### config.mk
export PLATFORM = sky130hd
export DESIGN_NAME = rf_writeback_flat
export DESIGN_NICKNAME = d
export VERILOG_FILES = /design/src/rtl/rf_writeback_if.sv /design/src/rtl/rf_writeback.sv /design/src/flat_wrapper.sv
export SDC_FILE = /design/constraint.sdc
export NUM_CORES = 1
export LEC_CHECK = 0
export ABC_CLOCK_PERIOD_IN_PS = 2600
export CORE_MARGIN = 2
export CORE_UTILIZATION = 23
export DETAILED_ROUTE_END_ITERATION = 8
export MAX_ROUTING_LAYER = met4
export SETUP_SLACK_MARGIN = 0.15
export SYNTH_ARGS = -nofsm -noshare
export SYNTH_HDL_FRONTEND = slang
export SYNTH_SLANG_ARGS = --single-unit
### constraint.sdc
create_clock -name clk -period 2.6 [get_ports clk]
set_input_delay 0.52 -clock clk [delete_from_list [all_inputs] [get_ports clk]]
set_output_delay 0.52 -clock clk [all_outputs]
set_load 0.01 [all_outputs]
### src/rtl/rf_writeback_if.sv
// Bundle of the result-write, issue, hazard-query and register-file write
// port signals around rf_writeback. The slave view is the writeback block;
// the master view is the surrounding pipeline and register file.
interface rf_writeback_if #(
    parameter int ADDR_WIDTH = 5,
    parameter int DATA_WIDTH = 32
);
    // ALU result source
    logic                  alu_valid;
    logic                  alu_ready;
    logic [ADDR_WIDTH-1:0] alu_rd;
    logic [DATA_WIDTH-1:0] alu_data;
    // LSU result source
    logic                  lsu_valid;
    logic                  lsu_ready;
    logic [ADDR_WIDTH-1:0] lsu_rd;
    logic [DATA_WIDTH-1:0] lsu_data;
    // Issue tracking and decode hazard queries
    logic                  iss_valid;
    logic [ADDR_WIDTH-1:0] iss_rd;
    logic [ADDR_WIDTH-1:0] chk_addr1;
    logic [ADDR_WIDTH-1:0] chk_addr2;
    logic                  busy1;
    logic                  busy2;
    // Register file write port
    logic                  wen;
    logic [ADDR_WIDTH-1:0] waddr;
    logic [DATA_WIDTH-1:0] wdata;
    logic                  idle;

    modport slave (
        input  alu_valid, alu_rd, alu_data,
        output alu_ready,
        input  lsu_valid, lsu_rd, lsu_data,
        output lsu_ready,
        input  iss_valid, iss_rd, chk_addr1, chk_addr2,
        output busy1, busy2,
        output wen, waddr, wdata, idle
    );

    modport master (
        output alu_valid, alu_rd, alu_data,
        input  alu_ready,
        output lsu_valid, lsu_rd, lsu_data,
        input  lsu_ready,
        output iss_valid, iss_rd, chk_addr1, chk_addr2,
        input  busy1, busy2,
        input  wen, waddr, wdata, idle
    );
endinterface

### src/rtl/rf_writeback.sv
// Register file write-side initiator: round-robin arbitration of ALU/LSU
// results onto a registered single write port, plus a per-register pending
// scoreboard that tells decode when a source register is safe to read.
module rf_writeback #(
    parameter int ADDR_WIDTH = 5,
    parameter int DATA_WIDTH = 32
) (
    input  logic           clk,
    input  logic           rst,
    rf_writeback_if.slave  bus
);
    localparam int unsigned NREG = 1 << ADDR_WIDTH;

    typedef enum logic {
        SRC_ALU = 1'b0,
        SRC_LSU = 1'b1
    } src_t;

    src_t                  last;
    logic                  grant_alu;
    logic                  grant_lsu;
    logic                  xfer;
    logic [ADDR_WIDTH-1:0] xfer_rd;
    logic [DATA_WIDTH-1:0] xfer_data;
    logic [NREG-1:0]       pending;
    logic [NREG-1:0]       pending_nxt;
    logic                  wen_q;
    logic [ADDR_WIDTH-1:0] waddr_q;
    logic [DATA_WIDTH-1:0] wdata_q;

    // Grant a lone valid source; on conflict grant the one not served last
    always_comb begin
        grant_alu = 1'b0;
        grant_lsu = 1'b0;
        if (bus.alu_valid && bus.lsu_valid) begin
            if (last == SRC_LSU) grant_alu = 1'b1;
            else                 grant_lsu = 1'b1;
        end else if (bus.alu_valid) begin
            grant_alu = 1'b1;
        end else if (bus.lsu_valid) begin
            grant_lsu = 1'b1;
        end
    end

    assign xfer      = grant_alu | grant_lsu;
    assign xfer_rd   = grant_alu ? bus.alu_rd   : bus.lsu_rd;
    assign xfer_data = grant_alu ? bus.alu_data : bus.lsu_data;

    assign bus.alu_ready = grant_alu;
    assign bus.lsu_ready = grant_lsu;

    // Remember which source won the most recent transfer
    always_ff @(posedge clk or posedge rst) begin
        if (rst)       last <= SRC_LSU;
        else if (xfer) last <= grant_alu ? SRC_ALU : SRC_LSU;
    end

    // Output register: load on transfer, drain wen otherwise; x0 never writes
    always_ff @(posedge clk or posedge rst) begin
        if (rst) begin
            wen_q   <= 1'b0;
            waddr_q <= '0;
            wdata_q <= '0;
        end else begin
            wen_q <= xfer && (xfer_rd != '0);
            if (xfer) begin
                waddr_q <= xfer_rd;
                wdata_q <= xfer_data;
            end
        end
    end

    // Scoreboard next state: clear first so a same-cycle issue (set) wins
    always_comb begin
        pending_nxt = pending;
        if (xfer && xfer_rd != '0)
            pending_nxt[xfer_rd] = 1'b0;
        if (bus.iss_valid && bus.iss_rd != '0)
            pending_nxt[bus.iss_rd] = 1'b1;
        pending_nxt[0] = 1'b0;
    end

    // Scoreboard register
    always_ff @(posedge clk or posedge rst) begin
        if (rst) pending <= '0;
        else     pending <= pending_nxt;
    end

    // Busy covers both outstanding and in-flight (not yet written) results
    always_comb begin
        bus.busy1 = (bus.chk_addr1 != '0) &&
                    (pending[bus.chk_addr1] || (wen_q && waddr_q == bus.chk_addr1));
        bus.busy2 = (bus.chk_addr2 != '0) &&
                    (pending[bus.chk_addr2] || (wen_q && waddr_q == bus.chk_addr2));
    end

    assign bus.wen   = wen_q;
    assign bus.waddr = waddr_q;
    assign bus.wdata = wdata_q;
    assign bus.idle  = ~|pending && !wen_q;

endmodule

### src/flat_wrapper.sv
// flat-port wrapper written by rule: the top's interface ports become plain ports
module rf_writeback_flat 
#(
    parameter int ADDR_WIDTH = 5,
    parameter int DATA_WIDTH = 32
)
  (clk, rst, bus_alu_valid, bus_alu_rd, bus_alu_data, bus_alu_ready, bus_lsu_valid, bus_lsu_rd, bus_lsu_data, bus_lsu_ready, bus_iss_valid, bus_iss_rd, bus_chk_addr1, bus_chk_addr2, bus_busy1, bus_busy2, bus_wen, bus_waddr, bus_wdata, bus_idle);
  rf_writeback_if #(.ADDR_WIDTH(ADDR_WIDTH), .DATA_WIDTH(DATA_WIDTH)) bus_i ();
  input  logic clk;
  input  logic rst;
  input wire logic [$bits(bus_i.alu_valid)-1:0] bus_alu_valid;
  input wire logic [$bits(bus_i.alu_rd)-1:0] bus_alu_rd;
  input wire logic [$bits(bus_i.alu_data)-1:0] bus_alu_data;
  output wire logic [$bits(bus_i.alu_ready)-1:0] bus_alu_ready;
  input wire logic [$bits(bus_i.lsu_valid)-1:0] bus_lsu_valid;
  input wire logic [$bits(bus_i.lsu_rd)-1:0] bus_lsu_rd;
  input wire logic [$bits(bus_i.lsu_data)-1:0] bus_lsu_data;
  output wire logic [$bits(bus_i.lsu_ready)-1:0] bus_lsu_ready;
  input wire logic [$bits(bus_i.iss_valid)-1:0] bus_iss_valid;
  input wire logic [$bits(bus_i.iss_rd)-1:0] bus_iss_rd;
  input wire logic [$bits(bus_i.chk_addr1)-1:0] bus_chk_addr1;
  input wire logic [$bits(bus_i.chk_addr2)-1:0] bus_chk_addr2;
  output wire logic [$bits(bus_i.busy1)-1:0] bus_busy1;
  output wire logic [$bits(bus_i.busy2)-1:0] bus_busy2;
  output wire logic [$bits(bus_i.wen)-1:0] bus_wen;
  output wire logic [$bits(bus_i.waddr)-1:0] bus_waddr;
  output wire logic [$bits(bus_i.wdata)-1:0] bus_wdata;
  output wire logic [$bits(bus_i.idle)-1:0] bus_idle;
  assign bus_i.alu_valid = bus_alu_valid;
  assign bus_i.alu_rd = bus_alu_rd;
  assign bus_i.alu_data = bus_alu_data;
  assign bus_alu_ready = bus_i.alu_ready;
  assign bus_i.lsu_valid = bus_lsu_valid;
  assign bus_i.lsu_rd = bus_lsu_rd;
  assign bus_i.lsu_data = bus_lsu_data;
  assign bus_lsu_ready = bus_i.lsu_ready;
  assign bus_i.iss_valid = bus_iss_valid;
  assign bus_i.iss_rd = bus_iss_rd;
  assign bus_i.chk_addr1 = bus_chk_addr1;
  assign bus_i.chk_addr2 = bus_chk_addr2;
  assign bus_busy1 = bus_i.busy1;
  assign bus_busy2 = bus_i.busy2;
  assign bus_wen = bus_i.wen;
  assign bus_waddr = bus_i.waddr;
  assign bus_wdata = bus_i.wdata;
  assign bus_idle = bus_i.idle;
  rf_writeback #(.ADDR_WIDTH(ADDR_WIDTH), .DATA_WIDTH(DATA_WIDTH)) u_core (.clk(clk), .rst(rst), .bus(bus_i));
endmodule
== Yosys cells after proc, flatten, opt, wreduce, memory -nomap -nowiden ==
Index checks and enable logic that the tools add are counted.

* Register bits after elaboration: 70
* Input bits: 94
* Output and inout port bits: 43
* Logic and storage cells: 56

* Magnitude comparators: 6
* Equal/unequal tests: 2
* Mux-type cells: 20
* Bitwise logic cells: 4
* Reductions and logical operators: 19

{| class="wikitable"
|+ Operators by type and width
! cell !! number
|-
| $mux 32 || 3
|-
| $and 32x32->32 || 1
|-
| $not 32->32 || 1
|-
| $or 32x32->32 || 1
|-
| $reduce_or 31->1 || 1
|-
| $lt 5x6->1 const B || 4
|-
| $reduce_bool 5->1 || 4
|-
| $mux 1 || 12
|-
| $bmux 1 s5 || 2
|-
| $demux 1 s5 || 2
|-
| $eq 5x5->1 || 2
|-
| $ge 5x1->1 const B || 2
|-
| $logic_and 1x1->1 || 10
|-
| $mux 5 || 1
|-
| $logic_not 1->1 || 2
|-
| $logic_or 1x1->1 || 2
|-
| $or 1x1->1 || 1
|}

== Depth between registers and ports, before layout ==
Gate-level depths: netlist of the first run.

* Depth after elaboration: 12
* Mapped depth: 7
* Mapped depth without buffers: 6

== Least setup slack after synthesis of the first run ==
Ideal clock, no wire load.

* Kind: input to output
* From: input port bus_chk_addr1[0]
* To: output port bus_busy1
* Data arrival time: 1,683 ps
* Required time: 2,080 ps
* Setup slack: 397 ps
* Stages on the path: 6
* Buffers on the path: 2
* Path through: buf_6 buf_6 xor2_1 nor4_1 nand2_1 a41oi_1

* Word-level cells in the longest chain between the ends: 4
* Elaborated cells between the ends (all ways): 7
* Those cells by class: eq/ne (1); mux (2); reduce/logical (4)

{| class="wikitable"
|+ Ends and longest elaborated chain
! element !! line !! text
|-
| start, declared || flat_wrapper.sv:21 || <nowiki>input wire logic [$bits(bus_i.chk_addr1)-1:0] bus_chk_addr1;</nowiki>
|-
| $bmux 1 s5 / $eq 5x5->1 (equally long branches) || rf_writeback.sv:92 || <nowiki>(pending[bus.chk_addr1] || (wen_q && waddr_q == bus.chk_addr1));</nowiki>
|-
| $mux 1 (not written as such) / $logic_and 1x1->1 (equally long branches) || rf_writeback.sv:92 ||
|-
| $logic_or 1x1->1 || rf_writeback.sv:92 ||
|-
| $logic_and 1x1->1 * || rf_writeback.sv:91 || <nowiki>bus.busy1 = (bus.chk_addr1 != '0) &&</nowiki>
|-
| end, declared || flat_wrapper.sv:23 || <nowiki>output wire logic [$bits(bus_i.busy1)-1:0] bus_busy1;</nowiki>
|}

Every way passes the cells marked *; elsewhere a longest branch is shown, timed or not. The select of a mux whose other input is x is not followed.

== Worst setup path after layout of the first run ==
* From: register u_core.pending[3]
* To: output port bus_busy1

* Word-level cells in the longest chain between the ends: 4

{| class="wikitable"
|+ Ends and longest elaborated chain
! element !! line !! text
|-
| start, declared || rf_writeback.sv:25 || <nowiki>logic [NREG-1:0] pending;</nowiki>
|-
| start signal, assigned || rf_writeback.sv:86 || <nowiki>else pending <= pending_nxt;</nowiki>
|-
| $bmux 1 s5 || rf_writeback.sv:92 ||
|-
| $mux 1 (not written as such) || rf_writeback.sv:92 ||
|-
| $logic_or 1x1->1 || rf_writeback.sv:92 ||
|-
| $logic_and 1x1->1 || rf_writeback.sv:91 ||
|}

No other way between the ends. The select of a mux whose other input is x is not followed.

==> qor.csv, run 1 <==
metric,value,unit
Critical Path Fanout Max,2,
GRT Total Usage,0.159,
Final ANT Viol Nets,0,
synth top area cells,"dfrtp_1 (42%), nor2_1 (7.1%), o21ai_0 (6.5%), o22ai_1 (5.8%), mux4_2 (4.4%)",
die width,137,um
Total Power,4.01,mW
Setup WS post-layout,172,ps
final core utilization,0.364,
status,"complete, no violations",
layout cells sized above 1,0.188,
clk buf depth,2,
vias in the first global route,4268,
Setup Viol. Count Final,0,
Via Count,4158,
Worst EP arrival,1910,ps
worst hold path depth,2,
clk_lat worst skew,330,ps
Register Area,0.00176,mm2
hold endpoint,u_core.bus.wdata[26],
r2r endpoint,u_core.pending[7],
DIE AREA,0.0188,mm2
RSZ-0062 raised after global routing,yes,
CTS sink count,70,
Top Ports,137,
# nets final,700,
post-route minimum period,2430,ps
"Hold-fix buffers, CTS",0,
"Hold Vio Cnt, Final",0,
CP Capture Type,primary output,
Max-Cap Viols,0,
Post-Route WL,14200,um
top cell type's share of synthesized area,0.424,
worst min-delay path category,register to register,
Post-Layout Inst Area,0.00629,mm2
number of port buffers,136,
Yosys warnings,0,
starting density of the core,0.235,
Layout fillers,1750,
Syn Nets,522,
Multi-input gate area,0.00215,mm2
Yosys reg bits,70,
Max Clk Rate,412,MHz
largest net degree at the start of global routing,71,
DP HPWL,10800,um
Num CTS Buffers,9,
Detailed Route Iter0 Violations,277,
synth cell count leaders,"nor2_1 (77), dfrtp_1 (69), o21ai_0 (53)",
reg2reg setup slack,490,ps
core area,0.0173,mm2
skew final,5.00,ps
Synth Instances,428,
number of synthesized flops with an enable pin,0,
main flop type after synthesis,dfrtp_1,
period utilization,0.934,
"count leader, synth",nor2_1,
die height,137,um
critical path class,register to primary output,
Critical Path RT,2080,ps
remaining global-route overflow,0,
area of the mapped netlist,0.00407,mm2
Tightest Pin Transition,777,ps
site row count,48,
area growth from synthesis to layout,54.5,%
Rel. slew slack,0.478,
most area-hungry cell type in the Yosys netlist,dfrtp_1,
nature of the critical path startpoint,register,
CTS tree,yes,
hold path start,u_core.bus.wdata[26],
reg2reg path depth,7,
worst vdd ir,0.000276,V
dpl cell area,0.00590,mm2
Synth async-reset ratio,1.00,
Final Max Slew Viols,0,
initial antenna violation count,1,
routed vias/inst,4.97,
RePlAce Congestion,0.925,
final std cells w/o fill,837,
synth unique cells,59,
H-Tree Depth,3,
clk slew on worst S/H paths,60,ps
CTS root buf,clkbuf_16,
Setup WS pre-CTS,-603,ps
Placed Cells,811,
r2r startpoint,u_core.last,
DRC,0,
Lkg Pwr,2.56,nW
first-pass GRT wire length,22300,um
share of the yosys chip area belonging to registers,0.431,
Syn Area/Cell,9.51,um2
Avg WL per Cell,17.0,um
pwr/cell area,637,mW/mm2
drt pass-1 iters,5,
## how the worst max path moves through the flow
| stage | start | endpoint | slack (ps) | cells after the start |
|---|---|---|---|---|
| 3_3_place_gp | bus_chk_addr1[0] | bus_busy1 | -590 | 8 |
| 6_report | u_core.pending[3] | bus_busy1 | 170 | 6 |
| 5_1_grt | u_core.pending[24] | bus_busy1 | 90 | 6 |
| 3_5_place_dp | bus_chk_addr2[0] | bus_busy2 | -600 | 7 |
| 2_1_floorplan | rst | u_core.bus.waddr[0] | 310 | 1 |
| 4_1_cts | u_core.pending[3] | bus_busy1 | 110 | 6 |
## sequential cells by signal, indices dropped and copies added, names as in the netlist
name	flops
u_core.bus.wen	1
u_core.pending	31
u_core.bus.wdata	32
u_core.last	1
u_core.bus.waddr	5
## worst max-delay path: stages, from the launching register on
cell	delay, ps
dfrtp_1	390
mux2_4	260
a221o_1	320
a31o_1	180
a221oi_2	170
a41oi_1	80
buf_2	170
## per-layer routing
metal / routed length [um] / global-route usage / vias to the layer above
met3: 991 / 0.0296 / 39
li1: - / - / 1955
met2: 6970 / 0.261 / 201
met4: 522 / 0.0767 / 0
met1: 5770 / 0.187 / 1963
met5: 0 / - / -
## report_power, final
group	switching, mW	total, mW	leakage (nW)	internal (mW)
Combinational	0.542	1.22	1.60	0.678
Clock	0.491	1.24	0.146	0.745
Sequential	0.240	1.55	0.812	1.31
Total	1.27	4.01	2.56	2.74
## per-stage QoR
step	hold WS (ps)	TNS [ps]
finish	538	0
global route	564	0
CTS	543	0
detailed placement	526	-3370
global placement	522	-2430
floorplan	502	0
## final cells by class
class | count | area share
Clock inverter | 7 | 0.0117
Multi-Input combinational cell | 323 | 0.341
Inverter | 11 | 0.00656
Antenna cell | 1 | 0.000398
Timing Repair Buffer | 191 | 0.280
Tap cell | 225 | 0.0448
Clock buffer | 9 | 0.0358
Sequential cell | 70 | 0.279
## layout by cell type (no fill, tap or decap), types with 4 or more instances in the layout
cell type,netlist,routed
mux4_2,8,8
a21oi_1,8,8
nand2b_1,4,4
buf_4,0,50
dlygate4sd2_1,0,5
xor2_1,7,7
a31oi_1,10,10
nor4_1,13,10
clkbuf_16,0,9
mux2i_1,9,9
nor2_1,77,77
inv_1,9,8
nand3b_1,5,5
nand3_1,5,4
buf_6,7,4
o21ai_0,53,53
dfrtp_1,69,67
clkdlybuf4s50_1,0,122
and4bb_1,4,4
o211ai_1,4,4
buf_2,3,4
nand2_1,29,29
o22ai_1,38,38
## kinds of logic (layout without fill, tap and decap cells)
kind of cell / Yosys count / after routing / share of synthesized area
and+or+nand+nor: 159 / 159 / 0.207
AOI/OAI and AO/OA: 134 / 134 / 0.202
DFF: 70 / 70 / 0.431
buffers and inverters: 35 / 218 / 0.0510
muxes: 21 / 21 / 0.0895
xor gates and xnor gates: 9 / 9 / 0.0194
other: 0 / 1 / 0
## what timing repair did
item                                    4_1_cts  5_1_grt
endpoints found under the setup margin        4        4
buffers inserted                              2        7
pin swaps                                     5        1
resized for setup                            31       15
Note: power is estimated with default switching activity, not from simulation.
==> run 2: changes to the inputs <==
Settings changed: HOLD_SLACK_MARGIN from default to 0.06.
==> results of run 2 <==
Final layout, timing and power as in run 1 (identical DEF).
